**config.mk**
```make
export PLATFORM = sky130hd
export DESIGN_NAME = user_auth_ctrl
export DESIGN_NICKNAME = d
export VERILOG_FILES = /design/src/rtl/user_auth_pkg.sv /design/src/rtl/user_rom_scanner.sv /design/src/rtl/user_auth_ctrl.sv
export SDC_FILE = /design/constraint.sdc
export NUM_CORES = 1
export LEC_CHECK = 0
export ABC_AREA = 1
export BUFFER_PORTS_ARGS = -buffer_cell sky130_fd_sc_hd__buf_2
export CELL_PAD_IN_SITES_DETAIL_PLACEMENT = 1
export CELL_PAD_IN_SITES_GLOBAL_PLACEMENT = 1
export CORE_MARGIN = 8
export CORE_UTILIZATION = 33
export CTS_BUF_LIST = sky130_fd_sc_hd__clkbuf_8
export DETAILED_ROUTE_END_ITERATION = 12
export HOLD_SLACK_MARGIN = 0.08
export MAX_ROUTING_LAYER = met4
export PLACE_DENSITY = 0.92
export REMOVE_ABC_BUFFERS = 1
export SETUP_SLACK_MARGIN = 0.3
export SLEW_MARGIN = 40
export SYNTH_ARGS = -nofsm -noshare
export SYNTH_HDL_FRONTEND = slang
export SYNTH_SLANG_ARGS = --single-unit
```
**constraint.sdc**
```tcl
create_clock -name clock -period 1.7 [get_ports clock]
set_input_delay 0.17 -clock clock [delete_from_list [all_inputs] [get_ports clock]]
set_output_delay 0.17 -clock clock [all_outputs]
set_load 0.02 [all_outputs]
```
**src/rtl/user_auth_pkg.sv**
```systemverilog
// user_auth_pkg: state encoding, counter width helper and default
// parameter values shared by the user-authentication controller files.
`timescale 1ns/1ps
package user_auth_pkg;

    localparam int DEF_ID_W        = 16;
    localparam int DEF_N_USERS     = 7;
    localparam int DEF_ADDR_W      = 3;
    localparam int DEF_ROM_LAT     = 2;
    localparam int DEF_MAX_FAIL    = 3;
    localparam int DEF_TIMEOUT_CYC = 1000000;

    typedef enum logic [2:0] {
        IDLE,
        WAIT,
        COMPARE,
        SESSION,
        DENY,
        LOCKOUT
    } auth_state_e;

    // Bits needed to hold 0..max_val, never less than one.
    function automatic int cnt_w(input int max_val);
        return (max_val < 2) ? 1 : $clog2(max_val + 1);
    endfunction

endpackage

```
**src/rtl/user_rom_scanner.sv**
```systemverilog
// user_rom_scanner: steps the user-ID ROM address and waits out the ROM
// read latency before each comparison.
// Ports: clock, rst (sync, active low); scan_clr returns to entry 0,
// scan_wait counts latency, scan_next advances; rom_addr is registered;
// cmp_strobe marks the last wait cycle, last_entry marks entry N_USERS-1.
`timescale 1ns/1ps
module user_rom_scanner
    import user_auth_pkg::*;
#(
    parameter int N_USERS = DEF_N_USERS,
    parameter int ADDR_W  = DEF_ADDR_W,
    parameter int ROM_LAT = DEF_ROM_LAT
) (
    input  logic              clock,
    input  logic              rst,
    input  logic              scan_clr,
    input  logic              scan_wait,
    input  logic              scan_next,
    output logic [ADDR_W-1:0] rom_addr,
    output logic              cmp_strobe,
    output logic              last_entry
);

    localparam int LAT_W = cnt_w(ROM_LAT - 1);

    logic [LAT_W-1:0] lat_cnt;

    always_ff @(posedge clock) begin
        if (!rst) begin
            rom_addr <= '0;
            lat_cnt  <= '0;
        end else if (scan_clr) begin
            rom_addr <= '0;
            lat_cnt  <= '0;
        end else if (scan_next) begin
            rom_addr <= rom_addr + ADDR_W'(1);
            lat_cnt  <= '0;
        end else if (scan_wait) begin
            lat_cnt  <= lat_cnt + LAT_W'(1);
        end
    end

    assign cmp_strobe = scan_wait && (lat_cnt == LAT_W'(ROM_LAT - 1));
    assign last_entry = (rom_addr == ADDR_W'(N_USERS - 1));

endmodule

```
**src/rtl/user_auth_ctrl.sv**
```systemverilog
// user_auth_ctrl: scans the user-ID ROM for the entered ID, grants ROM or
// RAM test access per user, and locks out after MAX_FAIL failed logins.
// Ports: clock, rst (sync, active low); entered, valid_bit, log_out,
// status, rom_data in; rom_addr, internal_id, rom_access, ram_access,
// green_led_user, red_led_user, busy, locked, fail_count, timeout_flag out.
// Optional: define SESSION_TIMEOUT_EN to end sessions after TIMEOUT_CYC.
`timescale 1ns/1ps
module user_auth_ctrl
    import user_auth_pkg::*;
#(
    parameter int ID_W     = DEF_ID_W,
    parameter int N_USERS  = DEF_N_USERS,
    parameter int ADDR_W   = DEF_ADDR_W,
    parameter int ROM_LAT  = DEF_ROM_LAT,
    parameter int MAX_FAIL = DEF_MAX_FAIL
`ifdef SESSION_TIMEOUT_EN
    ,
    parameter int TIMEOUT_CYC = DEF_TIMEOUT_CYC
`endif
) (
    input  logic                         clock,
    input  logic                         rst,
    input  logic [ID_W-1:0]              entered,
    input  logic                         valid_bit,
    input  logic                         log_out,
    input  logic [N_USERS-1:0]           status,
    input  logic [ID_W-1:0]              rom_data,
    output logic [ADDR_W-1:0]            rom_addr,
    output logic [ADDR_W-1:0]            internal_id,
    output logic                         rom_access,
    output logic                         ram_access,
    output logic                         green_led_user,
    output logic                         red_led_user,
    output logic                         busy,
    output logic                         locked,
    output logic [cnt_w(MAX_FAIL)-1:0]   fail_count,
    output logic                         timeout_flag
);

    localparam int FW = cnt_w(MAX_FAIL);

    auth_state_e       state, state_d;
    logic [ADDR_W-1:0] id_d;
    logic              rom_acc_d, ram_acc_d;
    logic              green_d, red_d, busy_d, locked_d, tflag_d;
    logic [FW-1:0]     fail_d;
    logic              scan_next, cmp_strobe, last_entry;
    logic              sess_done;

    user_rom_scanner #(
        .N_USERS (N_USERS),
        .ADDR_W  (ADDR_W),
        .ROM_LAT (ROM_LAT)
    ) u_scan (
        .clock      (clock),
        .rst        (rst),
        .scan_clr   (state_d == IDLE),
        .scan_wait  (state == WAIT),
        .scan_next  (scan_next),
        .rom_addr   (rom_addr),
        .cmp_strobe (cmp_strobe),
        .last_entry (last_entry)
    );

`ifdef SESSION_TIMEOUT_EN
    localparam int SESS_W = cnt_w(TIMEOUT_CYC - 1);

    logic [SESS_W-1:0] sess_cnt;

    // Held at zero outside SESSION, so it starts from zero on entry.
    always_ff @(posedge clock) begin
        if (!rst || state != SESSION)
            sess_cnt <= '0;
        else
            sess_cnt <= sess_cnt + SESS_W'(1);
    end

    assign sess_done = (state == SESSION) &&
                       (sess_cnt == SESS_W'(TIMEOUT_CYC - 1));
`else
    assign sess_done = 1'b0;
`endif

    always_ff @(posedge clock) begin
        if (!rst) begin
            state          <= IDLE;
            internal_id    <= '0;
            rom_access     <= 1'b0;
            ram_access     <= 1'b0;
            green_led_user <= 1'b0;
            red_led_user   <= 1'b0;
            busy           <= 1'b0;
            locked         <= 1'b0;
            fail_count     <= '0;
            timeout_flag   <= 1'b0;
        end else begin
            state          <= state_d;
            internal_id    <= id_d;
            rom_access     <= rom_acc_d;
            ram_access     <= ram_acc_d;
            green_led_user <= green_d;
            red_led_user   <= red_d;
            busy           <= busy_d;
            locked         <= locked_d;
            fail_count     <= fail_d;
            timeout_flag   <= tflag_d;
        end
    end

    always_comb begin
        state_d   = state;
        id_d      = internal_id;
        rom_acc_d = rom_access;
        ram_acc_d = ram_access;
        green_d   = green_led_user;
        red_d     = red_led_user;
        busy_d    = busy;
        locked_d  = locked;
        fail_d    = fail_count;
        tflag_d   = 1'b0;
        scan_next = 1'b0;
        unique case (state)
            IDLE: begin
                id_d      = '0;
                rom_acc_d = 1'b0;
                ram_acc_d = 1'b0;
                green_d   = 1'b0;
                red_d     = 1'b0;
                busy_d    = 1'b0;
                locked_d  = 1'b0;
                if (valid_bit) begin
                    state_d = WAIT;
                    busy_d  = 1'b1;
                end
            end
            WAIT: begin
                if (log_out) begin
                    state_d = IDLE;
                    busy_d  = 1'b0;
                end else if (cmp_strobe) begin
                    state_d = COMPARE;
                end
            end
            COMPARE: begin
                // Abort wins over a match landing in the same cycle.
                if (log_out) begin
                    state_d = IDLE;
                    busy_d  = 1'b0;
                end else if (rom_data == entered) begin
                    state_d   = SESSION;
                    green_d   = 1'b1;
                    id_d      = rom_addr;
                    ram_acc_d = status[rom_addr];
                    rom_acc_d = !status[rom_addr];
                    fail_d    = '0;
                    busy_d    = 1'b0;
                end else if (last_entry) begin
                    busy_d = 1'b0;
                    red_d  = 1'b1;
                    fail_d = fail_count + FW'(1);
                    if (fail_d == FW'(MAX_FAIL)) begin
                        state_d  = LOCKOUT;
                        locked_d = 1'b1;
                    end else begin
                        state_d = DENY;
                    end
                end else begin
                    scan_next = 1'b1;
                    state_d   = WAIT;
                end
            end
            SESSION: begin
                if (log_out || sess_done) begin
                    state_d   = IDLE;
                    green_d   = 1'b0;
                    rom_acc_d = 1'b0;
                    ram_acc_d = 1'b0;
                    id_d      = '0;
                    tflag_d   = !log_out;
                end
            end
            DENY: begin
                if (log_out) begin
                    state_d = IDLE;
                    red_d   = 1'b0;
                end
            end
            LOCKOUT: begin
                red_d    = 1'b1;
                locked_d = 1'b1;
            end
            default: state_d = IDLE;
        endcase
    end

endmodule

```
==> impl_metrics.csv, run 1 <==
group,metric,value,unit
setup_path,crit_path_end_kind,"flop",
setup_path,path_cells,"nor2_4 > nand2_4 > inv_8 > nand2_4 > nor2_4 > nand2_4 > nand2_1 > o21ai_2 > inv_1 > a21oi_2",
setup_path,cp_slowest_stage_delay,390,ps
global_routing,grt_pass1_vias,1720,
cells_and_area,num-fill-cells,552,
timing,layout_setup_ws,278,ps
synthesis,synth_cells,220,
die,coreArea,0.00403,sq mm
job,drv_cap,0,
die,die-area,0.00658,sq mm
timing,setup_viol,0,
clock_tree,cts_tree,"built",
synthesis,ys_types,37,
timing,finalHoldViolCount,0,
global_routing,overflow,0,
clock_tree,h-tree-depth,1,
setup_path,path_class,"reg -> reg",
synthesis,syn_area_per_cell,6.36,sq um
setup_path,start_kind,"flop",
synthesis,syn_area,0.00140,sq mm
global_routing,grt_pass1_wl,8.19,mm
placement,place_ws,133,ps
setup_path,rr_worst_depth,10,
min_path,hp-class,"in -> reg",
cells_and_area,nets,337,
timing,clock_skew,3.72,ps
synthesis,synth.area.top_cells,"dfxtp_1 (27%), nand2_1 (17%), inv_1 (8.8%), nor2_1 (7.2%), a21oi_1 (5.4%)",
global_routing,antenna_found_initial,0,
timing,period_needed,1420,ps
synthesis,ys.flop_type,"dfxtp_1",
detailed_routing,drtPass1Iterations,4,
setup_path,cp_max_fo,7,
die,rows,23,
cells_and_area,insertedDiodeCount,0,
placement,place_hpwl,3.68,mm
die,ios,58,
synthesis,yosys.area.top_type_share,27.2,%
synthesis,async_reset_ff_share,0,%
cells_and_area,syn_to_final_growth,41.6,%
die,die_width,81.1,um
clock_tree,clockBufferDepth,2,
setup_path,critPathArrivalTime,1580,ps
die,die_h,81.1,um
clock_tree,cts_hold_buf,0,
detailed_routing,wl_per_cell,15.5,um
global_routing,grt_max_degree,12,
clock_tree,cts.sinks,19,
power,power.density,505,mW/mm^2
detailed_routing,routed_wl,5.29,mm
timing,tns,0,ps
setup_path,critPathBufInv,2,
detailed_routing,avgViaCountPerCell,4.89,
synthesis,ys_seq_area_share,27.2,%
cells_and_area,drive_gt1_share,41.0,%
clock_tree,clkLatencyLatePin,260,ps
setup_path,crit_top_cell,"nand2_4",
synthesis,yosysWarnings,0,
setup_path,crit_slowest_cell,"dfxtp_4",
detailed_routing,drtAntennaViolNets,0,
timing,fmax,0.703,GHz
detailed_routing,drc,0,
min_path,min_path_cells,3,
clock_tree,cts_buffers,3,
setup_path,worst-path-stages,10,
synthesis,ys_seq_elements,19,
timing,slew_viol_final,0,
setup_path,cp.required,1860,ps
status,outcome,"complete, no violations",
power,leakage,1.10,nW
detailed_routing,vias,1663,
synthesis,synth_commonest_cells,"nand2_1 (64), inv_1 (33), nor2_1 (27)",
global_routing,grtUsageTotal,16.0,%
clock_tree,cts.clk_slew.worst_paths,70,ps
synthesis,synth_largest_area_cell,"dfxtp_1",
die,initial_core_util,34.8,%
detailed_routing,drtIter0Drc,101,
power,ir_drop,244,uV
placement,gp_congestion,0.839,
timing,rsz0062_at_grt,"true",
synthesis,yosysMostFrequentCell,"nand2_1",
placement,numPortBuffers,57,
synthesis,synth_edf_count,0,
setup_path,critPathTopFamily,"simple AND/OR/NAND/NOR gates",
clock_tree,root_buffer,"clkbuf_8",
timing,finalCritPeriodShare,83.7,%
path summary, 6_finish.rpt:
check	from	end	slack, ps
setup reg to reg	state[2]	u_scan.rom_addr[2]	280
hold / removal	rst	fail_count[0]	210
setup / recovery	state[2]	u_scan.rom_addr[2]	280
hold reg to reg	fail_count[0]	fail_count[0]	420
metal layers:
layer | vias to the layer above | share of wire [%] | track usage (%)
li1 | 813 | - | -
met1 | 799 | 40 | 17.3
met2 | 41 | 53 | 30.2
met3 | 10 | 5.0 | 1.88
met4 | 0 | 2.0 | 3.57
met5 | - | 0 | -
report_power, final:
part / total (W) / internal, W / switching, W
registers: 0.000456 / 0.000449 / 0.00000741
clock network: 0.000330 / 0.000163 / 0.000166
logic: 0.000216 / 0.0000875 / 0.000128
total: 0.00100 / 0.000700 / 0.000302
stage by stage:
step	instances	power [W]	util (%)	hold slack, ps	area (sq um)
floorplan	219	0.000580	-	290	1400
global placement	328	0.000659	43.7	429	1760
detailed placement	328	0.000671	43.7	436	1760
CTS	334	0.000997	46.0	212	1850
global route	340	0.00105	49.2	221	1980
finish	340	0.00100	49.2	210	1980
area by class of cell:
class	instances	area (sq um)	area share [%]
multi-input combinational	161	942	47.5
sequential	19	395	19.9
timing repair buffer	67	373	18.8
inverter	39	163	8.21
tap	50	62.6	3.16
clock buffer	3	41.3	2.08
clock inverter	1	5.00	0.253
worst register-to-register path, stage by stage, from the launching register on:
cell	delay (ps)
dfxtp_4	390
nor2_4	170
nand2_4	90
inv_8	90
nand2_4	80
nor2_4	140
nand2_4	100
nand2_1	90
o21ai_2	50
inv_1	90
a21oi_2	30
cells by family after synthesis:
family                   after synthesis  synth area share (%)
AND/OR/NAND/NOR                      124                  44.0
buffers and inverters                 40                  11.0
AO/OA/AOI/OAI                         27                  11.1
flip-flops                            19                  27.2
XOR/XNOR                               5                  3.13
adder cells (fa/ha/maj)                3                  2.68
other                                  1                 0.268
multiplexers                           1                 0.715
registers in the layout, summed over array words and instances, names as in the netlist:
name             flops
fail_count           2
locked               1
red_led_user         1
internal_id          3
rom_access           1
green_led_user       1
busy                 1
ram_access           1
u_scan.lat_cnt       1
u_scan.rom_addr      3
state                3
timeout_flag         1
cell usage in the layout (no fill, tap or decap), types with 3 or more instances in the layout:
cell	n
clkbuf_8	3
dfxtp_1	13
a21oi_2	6
nand3_1	8
nor2_4	3
buf_4	9
buf_2	57
nand2_4	6
nor2_2	3
inv_2	4
nor2_1	26
inv_1	31
dfxtp_4	3
nand2_1	62
a21oi_1	12
nand2_2	5
dfxtp_2	3
xor2_1	4
what timing repair did:
item                                    CTS  global route
resized for setup                        13            20
pin swaps                                 6            11
buffers inserted                          2             6
endpoints found under the setup margin   16            14
endpoints found under the hold margin     0             0
Note: power is estimated with default switching activity, not from simulation.
==> run 2, diff against run 1 <==
- CORE_UTILIZATION: 33 -> 30
- PLACE_DENSITY: 0.92 -> 0.88
- clock period: 1.7 -> 1.2 ns (I/O delays scaled with it)
==> impl_metrics.csv, run 2 (synthesis gave the netlist of run 1 again) <==
group,metric,value,unit
die,ios,58,
detailed_routing,avgViaCountPerCell,4.73,
detailed_routing,top_layer,"met4",
detailed_routing,drtAntennaViolNets,0,
die,die_width,84.3,um
clock_tree,clkLatencyLatePin,260,ps
placement,placed_area,0.00188,sq mm
cells_and_area,insertedDiodeCount,0,
timing,finalHoldViolCount,0,
global_routing,grtUsageTotal,14.6,%
setup_path,start_kind,"flop",
timing,clock_skew,4.69,ps
timing,fmax,0.716,GHz
clock_tree,cts_buffers,3,
clock_tree,cts_hold_buf,0,
placement,place_ws,-222,ps
status,outcome,"complete, but fails checks",
detailed_routing,vias,1712,
placement,place_hpwl,3.68,mm
clock_tree,cts.sinks,19,
timing,layout_setup_ws,-197,ps
detailed_routing,wl_met2,2.99,mm
timing,period_needed,1400,ps
clock_tree,clockBufferDepth,2,
cells_and_area,final_cell_mix,"nand2_1 (60), buf_2 (45), inv_1 (28), buf_4 (28), nor2_1 (24)",
detailed_routing,drtPass1Iterations,4,
die,rows,25,
cells_and_area,top_regs,"internal_id (3), state (3), u_scan.rom_addr (3)",
detailed_routing,dr_wl_met3,188,um
setup_path,path_class,"reg -> reg",
detailed_routing,routed_wl,5.50,mm
cells_and_area,nets,355,
setup_path,cp_max_fo,4,
die,initial_core_util,30.4,%
clock_tree,cts_tree,"built",
die,coreArea,0.00460,sq mm
detailed_routing,wl_met1,2.24,mm
placement,dp.cells,347,
global_routing,grt_pass1_wl,8.47,mm
timing,setup_viol,18,
global_routing,grt_max_degree,12,
timing,timing.hold.ws,172,ps
setup_path,cp.required,1390,ps
cells_and_area,final_common_cell,"nand2_1",
clock_tree,root_buffer,"clkbuf_8",
placement,numPortBuffers,57,
power,totalPowerFinal,0.00144,W
cells_and_area,syn_to_final_growth,59.2,%
die,die_h,84.3,um
placement,gp_congestion,0.884,
detailed_routing,drtIter0Drc,46,
timing,rsz0062_at_grt,"true",
power,power.density,648,mW/mm^2
power,ir_drop,377,uV
global_routing,overflow,0,
global_routing,grt_pass1_vias,1812,
cells_and_area,drive_gt1_share,49.0,%
power,leakage,1.20,nW
min_path,hp-class,"in -> reg",
clock_tree,cts.clk_slew.worst_paths,70,ps
timing,slew_viol_final,0,
global_routing,antenna_found_initial,0,
detailed_routing,drc,0,
die,die-area,0.00711,sq mm
timing,finalCritPeriodShare,116,%
detailed_routing,wl_per_cell,15.2,um
cells_and_area,stdcell_count,362,
status,violations,"negative setup slack",
job,drv_cap,0,
setup_path,crit_path_end_kind,"flop",
setup_path,critPathArrivalTime,1590,ps
cells_and_area,final_area,0.00223,sq mm
clock_tree,h-tree-depth,1,
-- run 2: cell type report --
type / instances / area, sq um
fill: 612 / 2370
multi-input combinational: 161 / 978
timing repair buffer: 85 / 571
sequential: 19 / 405
inverter: 39 / 161
tap: 54 / 67.6
clock buffer: 3 / 41.3
clock inverter: 1 / 5.00
-- run 2: stage by stage --
step | util [%] | setup TNS (ps)
finish | 48.5 | -2430
global route | 48.5 | -3610
CTS | 46.5 | -1710
detailed placement | 40.8 | -2810
global placement | 40.8 | -1870
floorplan | - | -3800
-- run 2: final timing paths --
| check | endpoint | slack (ps) | depth (start not counted) | start |
|---|---|---|---|---|
| worst max-delay path | fail_count[1] | -200 | 6 | state[0] |
| worst min-delay path | fail_count[0] | 170 | 3 | rst |
| worst max register to register | fail_count[1] | -200 | 6 | state[0] |
| worst min register to register | locked | 460 | 2 | locked |
-- run 2: critical path, cell delays in order, from the launching register on --
cell     delay [ps]
dfxtp_4         380
nor2_4          150
inv_2            70
nor4_4          260
nand2_2         120
or2_1           230
a21oi_2         130
-- run 2: repair_timing --
| item | in CTS | in global routing |
|---|---|---|
| endpoints found under the setup margin | 24 | 30 |
| gates resized for setup | 50 | 25 |
| buffers inserted | 9 | 2 |
| gates cloned | 0 | 0 |
| pin swaps | 10 | 6 |
-- run 2: power by group --
group          leakage, nW  internal, W  total [W]  switching, W
logic                 1.02     0.000145   0.000331      0.000186
clock network       0.0255     0.000231   0.000468      0.000237
registers            0.160     0.000634   0.000645     0.0000115
-- run 2: routing by layer --
layer	GRT usage [%]	vias to the layer above
li1	-	852
met3	1.94	6
met5	-	-
met4	4.55	0
met2	27.0	39
met1	15.5	815
==> run 3, diff against run 2 <==
- ABC_CLOCK_PERIOD_IN_PS: default -> 1200
- SKIP_LAST_GASP: default -> 1
==> impl_metrics.csv, run 3 (synthesis gave the netlist of run 1 again) <==
group,metric,value,unit
clock_tree,cts.sinks,19,
die,ios,58,
clock_tree,cts_tree,"built",
detailed_routing,routed_wl,6.96,mm
timing,clock_skew,3.04,ps
cells_and_area,top_regs,"internal_id (3), state (3), u_scan.rom_addr (3)",
timing,period_needed,1550,ps
clock_tree,cts_buffers,3,
status,violations,"negative setup slack",
cells_and_area,utilization,52.4,%
global_routing,antenna_found_initial,0,
detailed_routing,vias,1886,
clock_tree,clkLatencyLatePin,260,ps
setup_path,crit_path_end_kind,"flop",
cells_and_area,final_cell_mix,"nand2_1 (51), buf_2 (45), buf_4 (34)",
power,ir_drop,339,uV
cells_and_area,syn_to_final_growth,72.0,%
placement,gp_congestion,0.884,
setup_path,cp_slowest_stage_delay,340,ps
timing,finalCritPeriodShare,129,%
min_path,hp-class,"in -> reg",
cells_and_area,nets,363,
setup_path,path_cells,"inv_4 > buf_6 > buf_6 > buf_6 > nor2_4 > o31ai_2 > nand2_1 > nand2_1 > nand2_1 > a21oi_1",
timing,tns,-4100,ps
global_routing,grt_pass1_vias,1889,
setup_path,start_kind,"flop",
clock_tree,root_buffer,"clkbuf_8",
die,die-area,0.00711,sq mm
timing,finalHoldViolCount,0,
timing,setup_viol,19,
clock_tree,cts.clk_slew.worst_paths,80,ps
cells_and_area,final_area,0.00241,sq mm
setup_path,cp_max_fo,4,
timing,layout_setup_ws,-347,ps
global_routing,grt_pass1_wl,9.00,mm
detailed_routing,wl_per_cell,18.8,um
job,drv_cap,0,
global_routing,overflow,0,
cells_and_area,insertedDiodeCount,0,
timing,timing.hold.ws,172,ps
setup_path,cp.required,1390,ps
timing,rsz0062_at_grt,"true",
timing,fmax,0.646,GHz
setup_path,critPathArrivalTime,1740,ps
die,die_width,84.3,um
die,die_h,84.3,um
timing,slew_viol_final,0,
cells_and_area,final_common_cell,"nand2_1",
setup_path,path_class,"reg -> reg",
detailed_routing,drc,0,
detailed_routing,drtIter0Drc,63,
power,leakage,1.25,nW
detailed_routing,drtAntennaViolNets,0,
clock_tree,cts_hold_buf,0,
status,outcome,"complete, but fails checks",
detailed_routing,drtPass1Iterations,4,
placement,numPortBuffers,57,
power,power.density,628,mW/mm^2
placement,place_hpwl,3.68,mm
clock_tree,clockBufferDepth,2,
global_routing,grt_max_degree,12,
cells_and_area,drive_gt1_share,57.3,%
global_routing,grtUsageTotal,15.7,%
clock_tree,h-tree-depth,1,
placement,placed_area,0.00188,sq mm
power,totalPowerFinal,0.00151,W
die,initial_core_util,30.4,%
detailed_routing,avgViaCountPerCell,5.10,
die,coreArea,0.00460,sq mm
die,rows,25,
setup_path,crit_slowest_cell,"dfxtp_2",
==> run 3: changes by cell type in the layout (fill, tap and decap cells not counted), sizes merged <==
cell    change
buf         +8
clkinv      +1
inv         -1
==> run 3: worst max-delay path: cells and delay by family, from the launching register on <==
kind / cells / cell delay (ps)
compound gates: 2 / 410
simple gates: 4 / 370
flops: 1 / 340
buf+inv: 4 / 340
==> run 3: per-layer routing <==
layer / vias up / GRT usage, % / wire [um]
met3: 30 / 2.61 / 379
met5: - / - / 0
met1: 906 / 15.9 / 2740
met4: 0 / 7.38 / 320
met2: 80 / 28.5 / 3510
li1: 870 / - / -
==> run 3: path summary, 6_finish.rpt <==
kind / endpoint / cells past startpoint / slack (ps) / startpoint
hold reg to reg: internal_id[2] / 2 / 480 / internal_id[2]
setup / recovery: ram_access / 10 / -350 / u_scan.rom_addr[0]
setup reg to reg: ram_access / 10 / -350 / u_scan.rom_addr[0]
hold / removal: fail_count[0] / 3 / 170 / rst
==> run 3: power by group <==
group	leakage [nW]	internal [W]	total (W)	switching (W)
logic	1.06	0.000158	0.000374	0.000216
registers	0.161	0.000638	0.000653	0.0000151
clock network	0.0255	0.000232	0.000485	0.000253
==> run 3: through the flow <==
stage	std cells	worst slack (ps)
after detailed placement	347	-222
final	370	-347
after global routing	370	-409
after global placement	347	-156
after CTS	360	-169
after floorplan	219	-428
==> run 3: final cells by class <==
class                   count  area [sq um]
clock buffers               3          41.3
clock inverters             1          5.00
fillers                   604          2190
inverters                  39           163
multi-input cells         161          1090
flip-flops and latches     19           403
well taps                  54          67.6
repair buffers             93           638
==> run 3: timing repair <==
action                     4_1_cts  5_1_grt
pin swaps                       10       30
setup endpoints to repair       24       31
setup buffers                    9       10
gates resized for setup         45       62
